===== config.mk =====
export PLATFORM = sky130hd
export DESIGN_NAME = alu_pipe_sequencer
export DESIGN_NICKNAME = d
export VERILOG_FILES = /design/src/rtl/alu_pipe_sequencer.sv
export SDC_FILE = /design/constraint.sdc
export NUM_CORES = 1
export LEC_CHECK = 0
export BUFFER_PORTS_ARGS = -buffer_cell sky130_fd_sc_hd__buf_2
export CORE_ASPECT_RATIO = 1.2
export CORE_MARGIN = 3
export CORE_UTILIZATION = 43
export DETAILED_ROUTE_END_ITERATION = 10
export PLACE_DENSITY_LB_ADDON = 0.3
export SLEW_MARGIN = 20
export SYNTH_ARGS = -nofsm -noshare
export SYNTH_HDL_FRONTEND = slang
export SYNTH_SLANG_ARGS = --single-unit

===== constraint.sdc =====
create_clock -name clk -period 4.8 [get_ports clk]
set_clock_uncertainty 0.05 [all_clocks]
set_input_delay 0.72 -clock clk [delete_from_list [all_inputs] [get_ports clk]]
set_output_delay 0.72 -clock clk [all_outputs]
set_load 0.03 [all_outputs]

===== src/rtl/alu_pipe_sequencer.sv =====
// Program sequencer for a fixed-latency pipelined ALU: fetches {opcode, a, b}
// words, issues one per cycle, and writes each result back tagged with its address.
module alu_pipe_sequencer #(
  parameter int WIDTH   = 8,
  parameter int ADDR_W  = 4,
  parameter int ALU_LAT = 3
) (
  input  logic                 clk,
  input  logic                 reset,
  input  logic                 start,
  input  logic [ADDR_W:0]      prog_len,
  input  logic                 hold,
  output logic [ADDR_W-1:0]    imem_addr,
  input  logic [3*WIDTH-1:0]   imem_rdata,
  output logic [WIDTH-1:0]     alu_opcode,
  output logic [WIDTH-1:0]     alu_a,
  output logic [WIDTH-1:0]     alu_b,
  output logic                 alu_valid,
  input  logic [WIDTH-1:0]     alu_y,
  output logic                 res_we,
  output logic [ADDR_W-1:0]    res_addr,
  output logic [WIDTH-1:0]     res_data,
  output logic                 busy,
  output logic                 done
);

  typedef enum logic [1:0] {
    IDLE  = 2'd0,
    RUN   = 2'd1,
    DRAIN = 2'd2
  } state_t;

  localparam logic [ADDR_W:0] PC_ONE = 1;

  state_t                           state_q, state_d;
  logic [ADDR_W:0]                  pc_q, pc_d;
  logic [ADDR_W:0]                  len_q, len_d;
  logic [ADDR_W-1:0]                fa_q, fa_d;
  logic                             fv_q, fv_d;
  logic [WIDTH-1:0]                 op_q, op_d;
  logic [WIDTH-1:0]                 a_q, a_d;
  logic [WIDTH-1:0]                 b_q, b_d;
  logic                             alu_valid_q, alu_valid_d;
  logic [ADDR_W-1:0]                tag_q, tag_d;
  logic [ALU_LAT-1:0]               chain_v_q, chain_v_d;
  logic [ALU_LAT-1:0][ADDR_W-1:0]   chain_tag_q, chain_tag_d;
  logic                             res_we_q, res_we_d;
  logic [ADDR_W-1:0]                res_addr_q, res_addr_d;
  logic [WIDTH-1:0]                 res_data_q, res_data_d;
  logic                             zero_done_q, zero_done_d;
  logic                             issue;
  logic                             drain_done;

  always_comb begin
    // NOTE: every combinational output gets a default first, so no path leaves
    // a signal unassigned and no latch is inferred.
    state_d     = state_q;
    pc_d        = pc_q;
    len_d       = len_q;
    fa_d        = fa_q;
    fv_d        = fv_q;
    op_d        = op_q;
    a_d         = a_q;
    b_d         = b_q;
    alu_valid_d = 1'b0;
    tag_d       = tag_q;
    res_addr_d  = res_addr_q;
    res_data_d  = res_data_q;
    zero_done_d = 1'b0;
    imem_addr   = '0;
    drain_done  = 1'b0;
    issue       = (state_q == RUN) && fv_q && !hold;

    // The tracking chain shifts unconditionally: the ALU itself cannot stall.
    chain_v_d      = chain_v_q;
    chain_tag_d    = chain_tag_q;
    chain_v_d[0]   = alu_valid_q;
    chain_tag_d[0] = tag_q;
    for (int i = 1; i < ALU_LAT; i++) begin
      chain_v_d[i]   = chain_v_q[i-1];
      chain_tag_d[i] = chain_tag_q[i-1];
    end

    res_we_d = chain_v_q[ALU_LAT-1];
    if (chain_v_q[ALU_LAT-1]) begin
      res_addr_d = chain_tag_q[ALU_LAT-1];
      res_data_d = alu_y;
    end

    unique case (state_q)
      IDLE: begin
        if (start) begin
          if (prog_len != '0) begin
            len_d   = prog_len;
            pc_d    = '0;
            fv_d    = 1'b0;
            state_d = RUN;
          end else begin
            zero_done_d = 1'b1;
          end
        end
      end

      RUN: begin
        if (fv_q && hold) begin
          // Replay: re-present the held address so the word is still there next cycle.
          imem_addr = fa_q;
        end else begin
          imem_addr = pc_q[ADDR_W-1:0];
          if (pc_q < len_q) begin
            fa_d = pc_q[ADDR_W-1:0];
            fv_d = 1'b1;
            pc_d = pc_q + PC_ONE;
          end else begin
            fv_d = 1'b0;
          end
        end

        if (issue) begin
          op_d        = imem_rdata[3*WIDTH-1:2*WIDTH];
          a_d         = imem_rdata[2*WIDTH-1:WIDTH];
          b_d         = imem_rdata[WIDTH-1:0];
          alu_valid_d = 1'b1;
          tag_d       = fa_q;
        end

        if ((pc_q == len_q) && !fv_q && !alu_valid_q) begin
          state_d = DRAIN;
        end
      end

      DRAIN: begin
        if ((chain_v_q == '0) && !res_we_q) begin
          drain_done = 1'b1;
          state_d    = IDLE;
        end
      end

      default: state_d = IDLE;
    endcase
  end

  // NOTE: sequential state uses non-blocking assignments so every flop samples
  // pre-edge values regardless of statement order.
  always_ff @(posedge clk or posedge reset) begin
    if (reset) begin
      state_q     <= IDLE;
      pc_q        <= '0;
      len_q       <= '0;
      fa_q        <= '0;
      fv_q        <= 1'b0;
      op_q        <= '0;
      a_q         <= '0;
      b_q         <= '0;
      alu_valid_q <= 1'b0;
      tag_q       <= '0;
      chain_v_q   <= '0;
      chain_tag_q <= '0;
      res_we_q    <= 1'b0;
      res_addr_q  <= '0;
      res_data_q  <= '0;
      zero_done_q <= 1'b0;
    end else begin
      state_q     <= state_d;
      pc_q        <= pc_d;
      len_q       <= len_d;
      fa_q        <= fa_d;
      fv_q        <= fv_d;
      op_q        <= op_d;
      a_q         <= a_d;
      b_q         <= b_d;
      alu_valid_q <= alu_valid_d;
      tag_q       <= tag_d;
      chain_v_q   <= chain_v_d;
      chain_tag_q <= chain_tag_d;
      res_we_q    <= res_we_d;
      res_addr_q  <= res_addr_d;
      res_data_q  <= res_data_d;
      zero_done_q <= zero_done_d;
    end
  end

  assign alu_opcode = op_q;
  assign alu_a      = a_q;
  assign alu_b      = b_q;
  assign alu_valid  = alu_valid_q;
  assign res_we     = res_we_q;
  assign res_addr   = res_addr_q;
  assign res_data   = res_data_q;
  assign done       = drain_done | zero_done_q;
  assign busy       = (state_q != IDLE) && !drain_done;

endmodule


# --- Word-level counts from Yosys, hierarchy flattened ---
# Cells that the tools add are included.
totals:
  reg_bits: 75
  rom_bits: 0
  latch_bits: 0
  in_bits: 41
  out_inout_bits: 44
  ram_bits: 0
  n_memories: 0
op_classes:
  muxes: 24
  addsub: 1
  mul: 0
  div_mod_pow: 0
  reduce_logical: 23
  shift: 0
  n_eq_ne: 9
  bitwise: 2
  magnitude_cmp: 1
op_table:
  columns: ["cell", "count"]
  rows:
  - ["5-bit two-way mux", 4]
  - ["1-bit two-way mux", 11]
  - ["5-bit case mux with 2 select lines", 1]
  - ["2-bit two-way mux", 4]
  - ["4-bit two-way mux", 2]
  - ["2-bit inequality test (second input constant)", 4]
  - ["4-bit AND reduction", 2]
  - ["1-bit logical AND", 7]
  - ["2-bit case mux with 3 select lines", 1]
  - ["3-bit AND reduction", 2]
  - ["5-bit by 1-bit adder with 5-bit output (second input constant)", 1]
  - ["5-bit equality test", 1]
  - ["1-bit zero test", 5]
  - ["5-bit less-than comparator", 1]
  - ["5-bit AND reduction", 1]
  - ["5-bit nonzero test", 1]
  - ["2-bit by 1-bit inequality test with 1-bit output (second input constant)", 2]
  - ["2-bit nonzero test", 2]
  - ["3-bit zero test", 1]
  - ["2-bit by 1-bit equality test with 1-bit output (second input constant)", 1]
  - ["2-bit equality test (second input constant)", 1]
  - ["2-bit zero test", 1]
  - ["1-bit case mux with 2 select lines", 1]
  - ["2-bit AND reduction", 1]
  - ["2 further kinds", 2]

# --- Logic depth before layout (Yosys ltp) ---
# Gate-level depths: netlist of run 1.
logic_depth:
  depth_word: 6
  depth_mapped: 6

# --- Worst setup path after synthesis of run 1 ---
# OpenSTA, ideal clock, no wires.
synth_path:
  kind: "input to output"
  from: "input hold"
  to: "output imem_addr[2]"
  required_time_ns: 4.030
  path_slack_ns: 2.609
  cell_stages: 3
  arrival_ns: 1.421
  n_path_buf: 0
  path_cell_list: "nand2_1 > nand2_1 > a21oi_1"
synth_between:
  elab_chain_len: 3
synth_rtl:
  columns: ["element", "line", "text"]
  rows:
  - ["start, declared", "12", "input logic hold,"]
  - ["1-bit logical AND", "105", "if (fv_q && hold) begin"]
  - ["4-bit two-way mux", "105", null]
  - ["4-bit two-way mux", "90", "unique case (state_q)"]
  - ["end, declared", "13", "output logic [ADDR_W-1:0] imem_addr,"]
# Every way passes these cells.

# --- Final worst setup path of run 1 ---
layout_path:
  from: "register chain_v_q[2]"
  to: "output busy"
layout_between:
  elab_chain_len: 6
layout_rtl:
  columns: ["element", "line", "text"]
  rows:
  - ["start, declared", "45", "logic [ALU_LAT-1:0] chain_v_q, chain_v_d;"]
  - ["start signal, assigned", "174", "chain_v_q <= chain_v_d;"]
  - ["3-bit zero test", "133", "if ((chain_v_q == '0) && !res_we_q) begin"]
  - ["1-bit logical AND", "133", null]
  - ["1-bit two-way mux", "133", null]
  - ["1-bit two-way mux", "90", null]
  - ["1-bit zero test", "191", "assign busy = (state_q != IDLE) && !drain_done;"]
  - ["1-bit logical AND", "191", null]
  - ["end, declared", "23", "output logic busy,"]
# Every way passes these cells.

==> results.md, run 1 <==
- Worst-path clk slew: 0.07 ns
- DRT iter0 DRCs: 60
- Max-Slew Margin vs Limit: 45.8%
- # IOs: 85
- Yosys warnings: 0
- Final setup fails: 0
- Synth Area in Adders: 2.56%
- Clock Tree Root: clkbuf_8
- Via/cell ratio: 4.96
- Simple-gate share of the synthesized area: ~9.3%
- Slew Viols, Final: 0
- Outcome: completed
- RSZ-0062 raised after global routing: no
- Final period util: 56.3%
- Gpl congestion: 0.821
- Crit path max-delay family: simple AND/OR/NAND/NOR gates
- Inserted Diodes: 0
- Initial core utilization: 45.0%
- Via count: ~1.9k
- Core Rows: 32
- Worst Path Arrival: between 1.5 and 2 ns
- Die H: 96.5 um
- Resized cells post-CTS: 0
- Reg area: 1880 um2
- Synthesized instance count: 202
- Final cell count without fillers: 385
- Top-count cell post-synth: dfrtp_1
- Critical Path RT: 4.03 ns
- EDFF count, synth: 0
- CP peak stage delay: 0.62 ns
- FF+latch count, synth: 75
- Total power: 2.84 mW
- Post-Place Cells: 369
- Worst setup path startpoint: chain_v_q[2]
- Hold Fails Final Rpt: 0
- Largest net degree at the start of global routing: 50
- Die Wd: 81.4 um
- Crit path time final: 2.70 ns
- End of the worst hold path: chain_tag_q[9]
- Nets@finish: 342
- Htree depth: 3
- CP Max Fanout: 15
- Depth of the worst hold-timing path: 0
- Leakage: 1.82 nW
- Share of the synthesized area in the top cell type: 64.0%
- Syn Std Cell Area: 2930 um2
- Syn Area/Cell: 14.5 um2
- Hold bufs inserted after CTS: 0
- Total GRT Usage: 13.8%
- Fill cells: 553
- Post-synthesis mux area share: 17.3%
- Netlist cell types: 38
- DRC: 0
- Vias in the first global route: 1835
- Critical R2R Capture: fa_q[1]
- Multi-input combinational cell area: just over 1000 um2
- CP max-delay cell: or4_1
- Area grow syn2layout: 25.7%
- Max-Cap Viols: 0
- CORE AREA: 6530 um2
- Register area share after synthesis: between 60% and 70%
- Port bufs: 84
- First-pass DRT Iterations: 4
- Initial antenna violation count: 0
- Setup TNS: 0 ns
- Pwr dens: between 700 and 800 nW/um2
- Routed length per instance: 13.5 um
- Post-synth top flop: dfrtp_1
- Synth async-reset ratio: 100%
- Ratio of cells with drive above 1 in the final layout: 51.0%
- Syn_nets: 249
- Die Area: 7850 um2
- CP startpoint kind: flip-flop
- Clock sinks: 75
- Top post-synthesis cells by area: dfrtp_1 64%, mux2_2 14%, mux2_1 3.5%
- Peak supply drop: 0.372 mV
- Most frequent cells after synthesis: 75 x dfrtp_1, 36 x mux2_2, 23 x nand2_1
- Worst skew pair latency: 0.33 ns
- Worst slew pin tran: 0.812 ns
- Overflow after GRT: 0
- Min-delay src: chain_tag_d[9]
- Reg2Reg Setup Slack: 2.68 ns
- Type of the worst setup path: reg -> out
- Clock Path Buffers: 2
- Num CTS Buffers: 9
- Worst Path Buf+Inv: 1
- CP cell instances: or4_1, a21o_2, buf_2
- F_max: 370 MHz
- Routed wire length: between 5 and 6 mm
- First-pass GRT wire length: 8.27 mm
- Hpwl dp: 3.79 mm
- Postcts setup bufs: 0
- TritonCTS clock tree: built
- Largest family of logic cells by synthesized area: multiplexers
- Synth Area in XOR/XNOR: 0%
- Worst Reg2Reg Path Length in Cells: 5
- Leading area contributor after synthesis: dfrtp_1
- Post-layout util: 56.5%
- HP Class: reg -> reg
- Worst setup EP type: output port
- Post-synthesis compound-gate area fraction: between 5 and 6%
- FF-to-FF Start: pc_q[2]
- ANT nets after route: 0
-- power breakdown --
| part | total [mW] | switching (mW) | internal [mW] |
|---|---|---|---|
| clock network | 0.535 | 0.215 | 0.321 |
| registers | 1.09 | 0.175 | 0.918 |
| logic | 1.21 | 0.720 | 0.489 |
-- cells in the final DEF, fill, tap and decap left out, drive strengths merged --
cell / n
a22o: 2
nand4: 1
buf: 86
a31o: 1
a21oi: 6
a21o: 2
or4: 2
clkinvlp: 1
nand3: 6
nor3b: 3
nor4: 2
clkinv: 2
a21bo: 1
nor2: 2
nand2: 24
o221ai: 1
bufinv: 2
inv: 5
nor2b: 1
and2b: 2
dfrtp: 75
o21ai: 2
nand2b: 1
nor4b: 1
nor3: 1
or4b: 1
ha: 6
clkbuf: 12
a221o: 3
mux2: 45
and2: 1
-- cell type report --
cell class | instances | area share (%)
Multi-Input combinational cell | 117 | 27.6
Timing Repair Buffer | 86 | 11.8
Sequential cell | 75 | 50.9
Tap cell | 85 | 2.88
Clock buffer | 12 | 4.21
Clock inverter | 4 | 1.97
Inverter | 6 | 0.645
-- per-layer routing --
layer | track usage [%] | routed length (um)
met3 | 2.78 | 286
met2 | 22.2 | 2630
met1 | 17.3 | 2170
met5 | 0 | 0
met4 | 8.03 | 104
-- registers in the layout, summed over array words and instances (netlist names) --
| signal | flops |
|---|---|
| fa_q | 4 |
| state_q | 2 |
| alu_b | 8 |
| res_we | 1 |
| alu_a | 8 |
| pc_q | 5 |
| chain_v_q | 3 |
| chain_tag_q | 4 |
| tag_q | 4 |
| fv_q | 1 |
| zero_done_q | 1 |
| alu_valid | 1 |
| res_addr | 4 |
| res_data | 8 |
| len_q | 5 |
| alu_opcode | 8 |
| chain_tag_d | 8 |
-- kinds of logic after synthesis --
group,Yosys count
compound gates,18
fa+ha+maj,6
flops,75
mux,45
simple gates,48
buf+inv,10
-- per-stage QoR --
step           worst slack [ns]  hold WS [ns]  instance area, um2
2_1_floorplan              2.12         0.281                2930
3_3_place_gp               2.48         0.284                3460
3_5_place_dp               2.43         0.285                3460
4_1_cts                    2.06         0.302                3690
5_1_grt                    2.00         0.305                3690
6_report                   2.10         0.300                3690
-- worst max path at each step --
stage / depth (start not counted) / endpoint / slack [ns]
3_5_place_dp: 3 / busy / 2.43
2_1_floorplan: 1 / alu_a[0] / 2.12
5_1_grt: 3 / busy / 2.00
4_1_cts: 3 / busy / 2.06
6_report: 3 / busy / 2.10
3_3_place_gp: 3 / busy / 2.48
Note: power is estimated with default switching activity, not from simulation.
==> run 2, diff against run 1 <==
==> constraint.sdc (replaced) <==
create_clock -name clk -period 2.3 [get_ports clk]
set_clock_uncertainty 0.05 [all_clocks]
set_input_delay 0.345 -clock clk [delete_from_list [all_inputs] [get_ports clk]]
set_output_delay 0.345 -clock clk [all_outputs]
set_load 0.03 [all_outputs]
==> results.md, run 2 (same netlist as run 1, synthesis figures left out) <==
- Type of the worst setup path: reg -> reg
- Worst Reg2Reg Path Length in Cells: 5 (unchanged)
- DRC: 0 (unchanged)
- Crit path time final: 2.10 ns
- Worst-path clk slew: 0.07 ns (about the same)
- Inserted Diodes: 0 (unchanged)
- Routed length per instance: 13.8 um (+2.1%)
- DRT iter0 DRCs: 73 (+22%)
- Final period util: 91.2%
- Overflow after GRT: 0 (unchanged)
- First-pass DRT Iterations: 4 (unchanged)
- Initial antenna violation count: 0 (unchanged)
- Worst setup path startpoint: pc_q[2]
- DP Area: 3500 um2 (+1.3%)
- Core Rows: 32 (unchanged)
- Port bufs: 84 (unchanged)
- Num CTS Buffers: 9 (unchanged)
- Net load switching power: 2.36 mW (+110%)
- Hpwl dp: 3.82 mm (+0.74%)
- Largest net degree at the start of global routing: 40 (-20%)
- F_max: 477 MHz
- Gpl congestion: 0.741 (-9.7%)
- Dpl ws: 0.222 ns (-2.21 ns)
- Worst setup EP type: flip-flop
- Critical R2R Capture: fa_q[3]
- Hold Fails Final Rpt: 0 (unchanged)
- First-pass GRT wire length: 8.37 mm (+1.2%)
- Sw Ratio: 39.5% (+0.42 points)
- ANT nets after route: 0 (unchanged)
- Via count: 1893 (-0.89%)
- Most common cell after layout, fill and taps aside: buf_2
- Worst Path Arrival: 2.27 ns (+0.34 ns)
- # IOs: 85 (unchanged)
- CP startpoint kind: flip-flop
- RSZ-0062 raised after global routing: no
- Total power: 5.97 mW (+110%)
- Worst slew pin tran: 0.534 ns (-0.278 ns)
- Routed wire length: 5.34 mm (+2.9%)
- CORE AREA: 6530 um2 (unchanged)
- Pint: 3.61 mW (+110%)
- Total GRT Usage: 14.2% (+0.37 points)
- Final setup fails: 0 (unchanged)
- Clock sinks: 75 (unchanged)
- Via/cell ratio: 4.88 (-1.7%)
- Last element of the critical path: fa_q[3]
- Final Instance Area: 3740 um2 (+1.4%)
- Leakage: 1.84 nW (+1.2%)
- Initial core utilization: 45.0% (unchanged)
- Postcts setup bufs: 0 (unchanged)
- Final WS setup: 0.201 ns (-1.90 ns)
- Outcome: completed
- Die Wd: 81.4 um (unchanged)
- Worst skew pair latency: 0.34 ns (about the same)
- Ratio of cells with drive above 1 in the final layout: 51.5% (+0.49 points)
- HP Class: in -> reg
- Hold slack: 0.163 ns (-0.137 ns)
- Flop pwr share: 37.7% (-0.8 points)
- Clock network fraction of total power: 18.7% (-0.2 points)
- Pwr dens: 1600 nW/um2 (+110%)
- Max-Cap Viols: 0 (unchanged)
- FF-to-FF Start: pc_q[2]
- Setup TNS: 0 ns (unchanged)
- Nets@finish: 345 (+0.88%)
- CP Max Fanout: 10 (-5)
- Htree depth: 3 (unchanged)
- Clock Path Buffers: 2 (unchanged)
- Peak supply drop: 0.661 mV (+78%)
- Logic pwr share: 43.6% (+1.0 points)
- TritonCTS clock tree: built
- Max-Slew Margin vs Limit: 64.3% (+19 points)
- Area grow syn2layout: 27.4%
- Die H: 96.5 um (unchanged)
- Clock Tree Root: clkbuf_8
- Die Area: 7850 um2 (unchanged)
- Slew Viols, Final: 0 (unchanged)
- Critical Path RT: 2.47 ns (-1.56 ns)
- Most frequent cells in the layout: 84 x buf_2, 75 x dfrtp_1, 36 x mux2_2
- Vias in the first global route: 1831 (-0.22%)
- Reg2Reg Setup Slack: 0.20 ns (-2.48 ns)
==> run 2: cell types whose count changed in the layout (fill, tap and decap cells not counted) <==
cell           delta
buf_12            +2
clkbuf_1          -1
clkbuf_8          -1
clkinv_4          +1
dlygate4sd3_1     +1
inv_6             +1
==> run 2: power groups by stage <==
stage	logic [mW]	clock network (mW)	registers [mW]
2_1_floorplan	1.26	0	2.90
3_3_place_gp	2.58	0	2.26
3_5_place_dp	2.63	0	2.28
4_1_cts	2.64	1.15	2.26
5_1_grt	2.82	1.21	2.34
6_report	2.60	1.12	2.25
==> run 2: critical path: stages (launching register included) <==
cell      delay, ns
dfrtp_1        0.47
ha_1           0.35
a21oi_1        0.17
o221ai_2       0.18
nor2_2         0.38
mux2_2         0.39
==> run 2: layout make-up <==
class                           instances  area [um2]
Fill cell                             555        2790
Sequential cell                        75        1880
Multi-Input combinational cell        117        1020
Timing Repair Buffer                   89         485
Clock buffer                           10         138
Tap cell                               85         106
Clock inverter                          6        87.6
Inverter                                6        26.3
==> run 2: metal layers <==
layer  share of wire (%)  vias to the layer above  global-route usage (%)
met1                  41                      916                    17.4
met4                 2.9                        0                    9.15
met2                  50                       52                    22.4
met3                 6.0                       11                    3.43
met5                   0                        -                       0
li1                    -                      914                       -
==> run 2: worst min-delay path by stage <==
stage                                from         endpoint  slack (ns)  cells past startpoint
after floorplan            chain_tag_d[6]  chain_tag_d[10]        0.28                      0
after global placement    chain_tag_d[10]  chain_tag_q[10]        0.28                      0
after detailed placement  chain_tag_d[10]  chain_tag_q[10]        0.28                      0
after CTS                  imem_rdata[18]    alu_opcode[2]        0.14                      2
after global routing        imem_rdata[7]         alu_b[7]        0.16                      2
final                         prog_len[0]         len_q[0]        0.16                      3
==> run 2: what timing repair did <==
action	in CTS	in global routing
hold buffers	1	0
resized for setup	0	0
hold endpoints to repair	22	0
==> run 2: per-stage QoR <==
step,util [%],instances
2_1_floorplan,-,202
3_3_place_gp,53.7,371
3_5_place_dp,53.7,371
4_1_cts,57.3,388
5_1_grt,57.3,388
6_report,57.3,388
==> run 3, diff against run 2 <==
--- a/config.mk
+++ b/config.mk
@@ -8,7 +8,7 @@
 export BUFFER_PORTS_ARGS = -buffer_cell sky130_fd_sc_hd__buf_2
 export CORE_ASPECT_RATIO = 1.2
 export CORE_MARGIN = 3
-export CORE_UTILIZATION = 43
+export CORE_UTILIZATION = 46
 export DETAILED_ROUTE_END_ITERATION = 10
 export PLACE_DENSITY_LB_ADDON = 0.3
 export SLEW_MARGIN = 20
==> results.md, run 3 (same netlist as run 1, synthesis figures left out) <==
- Outcome: completed
- Routed wire length: 5.33 mm (-0.34%)
- Sw Ratio: 39.1% (-0.46 points)
- Flop pwr share: 37.3% (-0.4 points)
- Worst skew pair latency: 0.33 ns (about the same)
- CP Max Fanout: 10 (unchanged)
- Initial antenna violation count: 0 (unchanged)
- First-pass GRT wire length: 8.99 mm (+7.4%)
- Worst slew pin tran: 0.561 ns (+0.0269 ns)
- Vias in the first global route: 1949 (+6.4%)
- Port bufs: 84 (unchanged)
- Most frequent cells in the layout: 84 x buf_2, 75 x dfrtp_1, 36 x mux2_2
- Multi-input combinational cell area: 1020 um2 (unchanged)
- Gpl congestion: 0.825 (+11%)
- Post-Place Cells: 368 (-0.81%)
- Overflow after GRT: 0 (unchanged)
- CP peak stage delay: 0.46 ns (about the same)
- ANT nets after route: 0 (unchanged)
- Fill cells: 519 (-6.5%)
- Pint: 3.68 mW (+2.1%)
- Setup TNS: 0 ns (unchanged)
- CP max-delay cell: dfrtp_1
- Net load switching power: 2.36 mW (about the same)
- Area grow syn2layout: 27.3% (about the same)
- Routed length per instance: 13.9 um (+0.96%)
- Worst setup EP type: flip-flop
- Max-Slew Margin vs Limit: 62.5% (-1.8 points)
- Num CTS Buffers: 9 (unchanged)
- Die H: 93.5 um (-3.1%)
- Hold bufs inserted after CTS: 0 (-1)
- Leakage: 1.84 nW (about the same)
- Initial core utilization: 47.9% (+2.9 points)
- Most common cell after layout, fill and taps aside: buf_2
- Core Rows: 31 (-3.1%)
- Die Area: 7380 um2 (-6.1%)
- Largest net degree at the start of global routing: 36 (-10%)
- Resized cells post-CTS: 0 (unchanged)
- Clock Path Buffers: 2 (unchanged)
- DRT iter0 DRCs: 83 (+14%)
- Max-Cap Viols: 0 (unchanged)
- Final cell count without fillers: 383 (-1.3%)
- Die Wd: 78.9 um (-3.1%)
- Hpwl dp: 3.86 mm (+0.91%)
- Logic pwr share: 43.2% (-0.4 points)
- CP cell instances: ha_1, a21oi_1, o221ai_2, nor2_2, mux2_2
- TritonCTS clock tree: built
- # IOs: 85 (unchanged)
- RSZ-0062 raised after global routing: no
- Via/cell ratio: 5.02 (+2.9%)
- Final period util: 91.8% (+0.61 points)
- Clock Tree Root: clkbuf_8
- Inserted Diodes: 0 (unchanged)
- Type of the worst setup path: reg -> reg
- Critical Path RT: 2.46 ns (about the same)
- Crit path time final: 2.11 ns (+0.0140 ns)
- Slew Viols, Final: 0 (unchanged)
- Peak supply drop: 0.757 mV (+15%)
- HP Class: in -> async
- CORE AREA: 6130 um2 (-6.1%)
- Ratio of cells with drive above 1 in the final layout: 51.5% (about the same)
- DRC: 0 (unchanged)
- Nets@finish: 344 (-0.29%)
- F_max: 473 MHz (-0.66%)
- Total GRT Usage: 15.8% (+1.6 points)
- Via count: 1922 (+1.5%)
- Clock sinks: 75 (unchanged)
- Htree depth: 3 (unchanged)
- Worst Path Arrival: 2.27 ns (about the same)
- CP startpoint kind: flip-flop
- Hold Fails Final Rpt: 0 (unchanged)
- Postcts setup bufs: 0 (unchanged)
- Pwr dens: 1620 nW/um2 (+1.4%)
- Reg area: 1880 um2 (unchanged)
- Final setup fails: 0 (unchanged)
- Worst-path clk slew: 0.08 ns (about the same)
- Clock network fraction of total power: 19.5% (+0.8 points)
- First-pass DRT Iterations: 4 (unchanged)
## run 3: final cells by class
cell class | count | share of cell area [%]
Sequential cell | 75 | 50.3
Tap cell | 82 | 2.75
Multi-Input combinational cell | 117 | 27.2
Clock inverter | 6 | 3.02
Inverter | 6 | 0.704
Timing Repair Buffer | 88 | 12.7
Clock buffer | 9 | 3.32
## run 3: final timing paths
kind | start | to | slack, ns | cells past startpoint
worst max register to register | pc_q[2] | fa_q[3] | 0.19 | 5
min in group clk | prog_len[0] | len_q[0] | 0.16 | 3
worst min-delay path | reset | res_data[1] | 0.006 | 2
worst min register to register | chain_tag_d[8] | chain_tag_q[8] | 0.30 | 0
max in group asynchronous | reset | alu_opcode[2] | 1.60 | 3
worst max-delay path | pc_q[2] | fa_q[3] | 0.19 | 5
## run 3: power by group through the flow
stage	Sequential (mW)	Combinational (mW)	Clock, mW
6_report	2.26	2.61	1.18
2_1_floorplan	2.90	1.26	0
5_1_grt	2.34	2.82	1.27
3_5_place_dp	2.28	2.64	0
4_1_cts	2.27	2.65	1.21
3_3_place_gp	2.25	2.58	0
## run 3: metal layers
layer	part of all wire [%]	GRT usage (%)	vias to the layer above	wire length (um)
met2	50	26.1	68	2680
li1	-	-	905	-
met4	2.4	8.31	0	127
met5	0	0	-	0
met1	41	19.6	938	2200
met3	6.0	3.18	11	320
## run 3: worst max-delay path, delay by kind of cell (launching register included)
kind / cells / cell delay [ns]
DFF: 1 / 0.46
and+or+nand+nor: 1 / 0.39
muxes: 1 / 0.39
adders and majority gates: 1 / 0.35
AOI/OAI and AO/OA: 2 / 0.35
## run 3: through the flow
| step | total power, mW | cell area, um2 | hold slack, ns | setup slack [ns] | utilization (%) |
|---|---|---|---|---|---|
| floorplan | 4.16 | 2940 | 0.281 | 0.436 | - |
| global placement | 4.83 | 3500 | 0.281 | 0.288 | 57.1 |
| detailed placement | 4.92 | 3500 | 0.286 | 0.234 | 57.1 |
| CTS | 6.13 | 3730 | 0.00151 | 0.185 | 60.9 |
| global route | 6.43 | 3730 | 0.0285 | 0.0574 | 60.9 |
| finish | 6.05 | 3730 | 0.00572 | 0.188 | 60.9 |
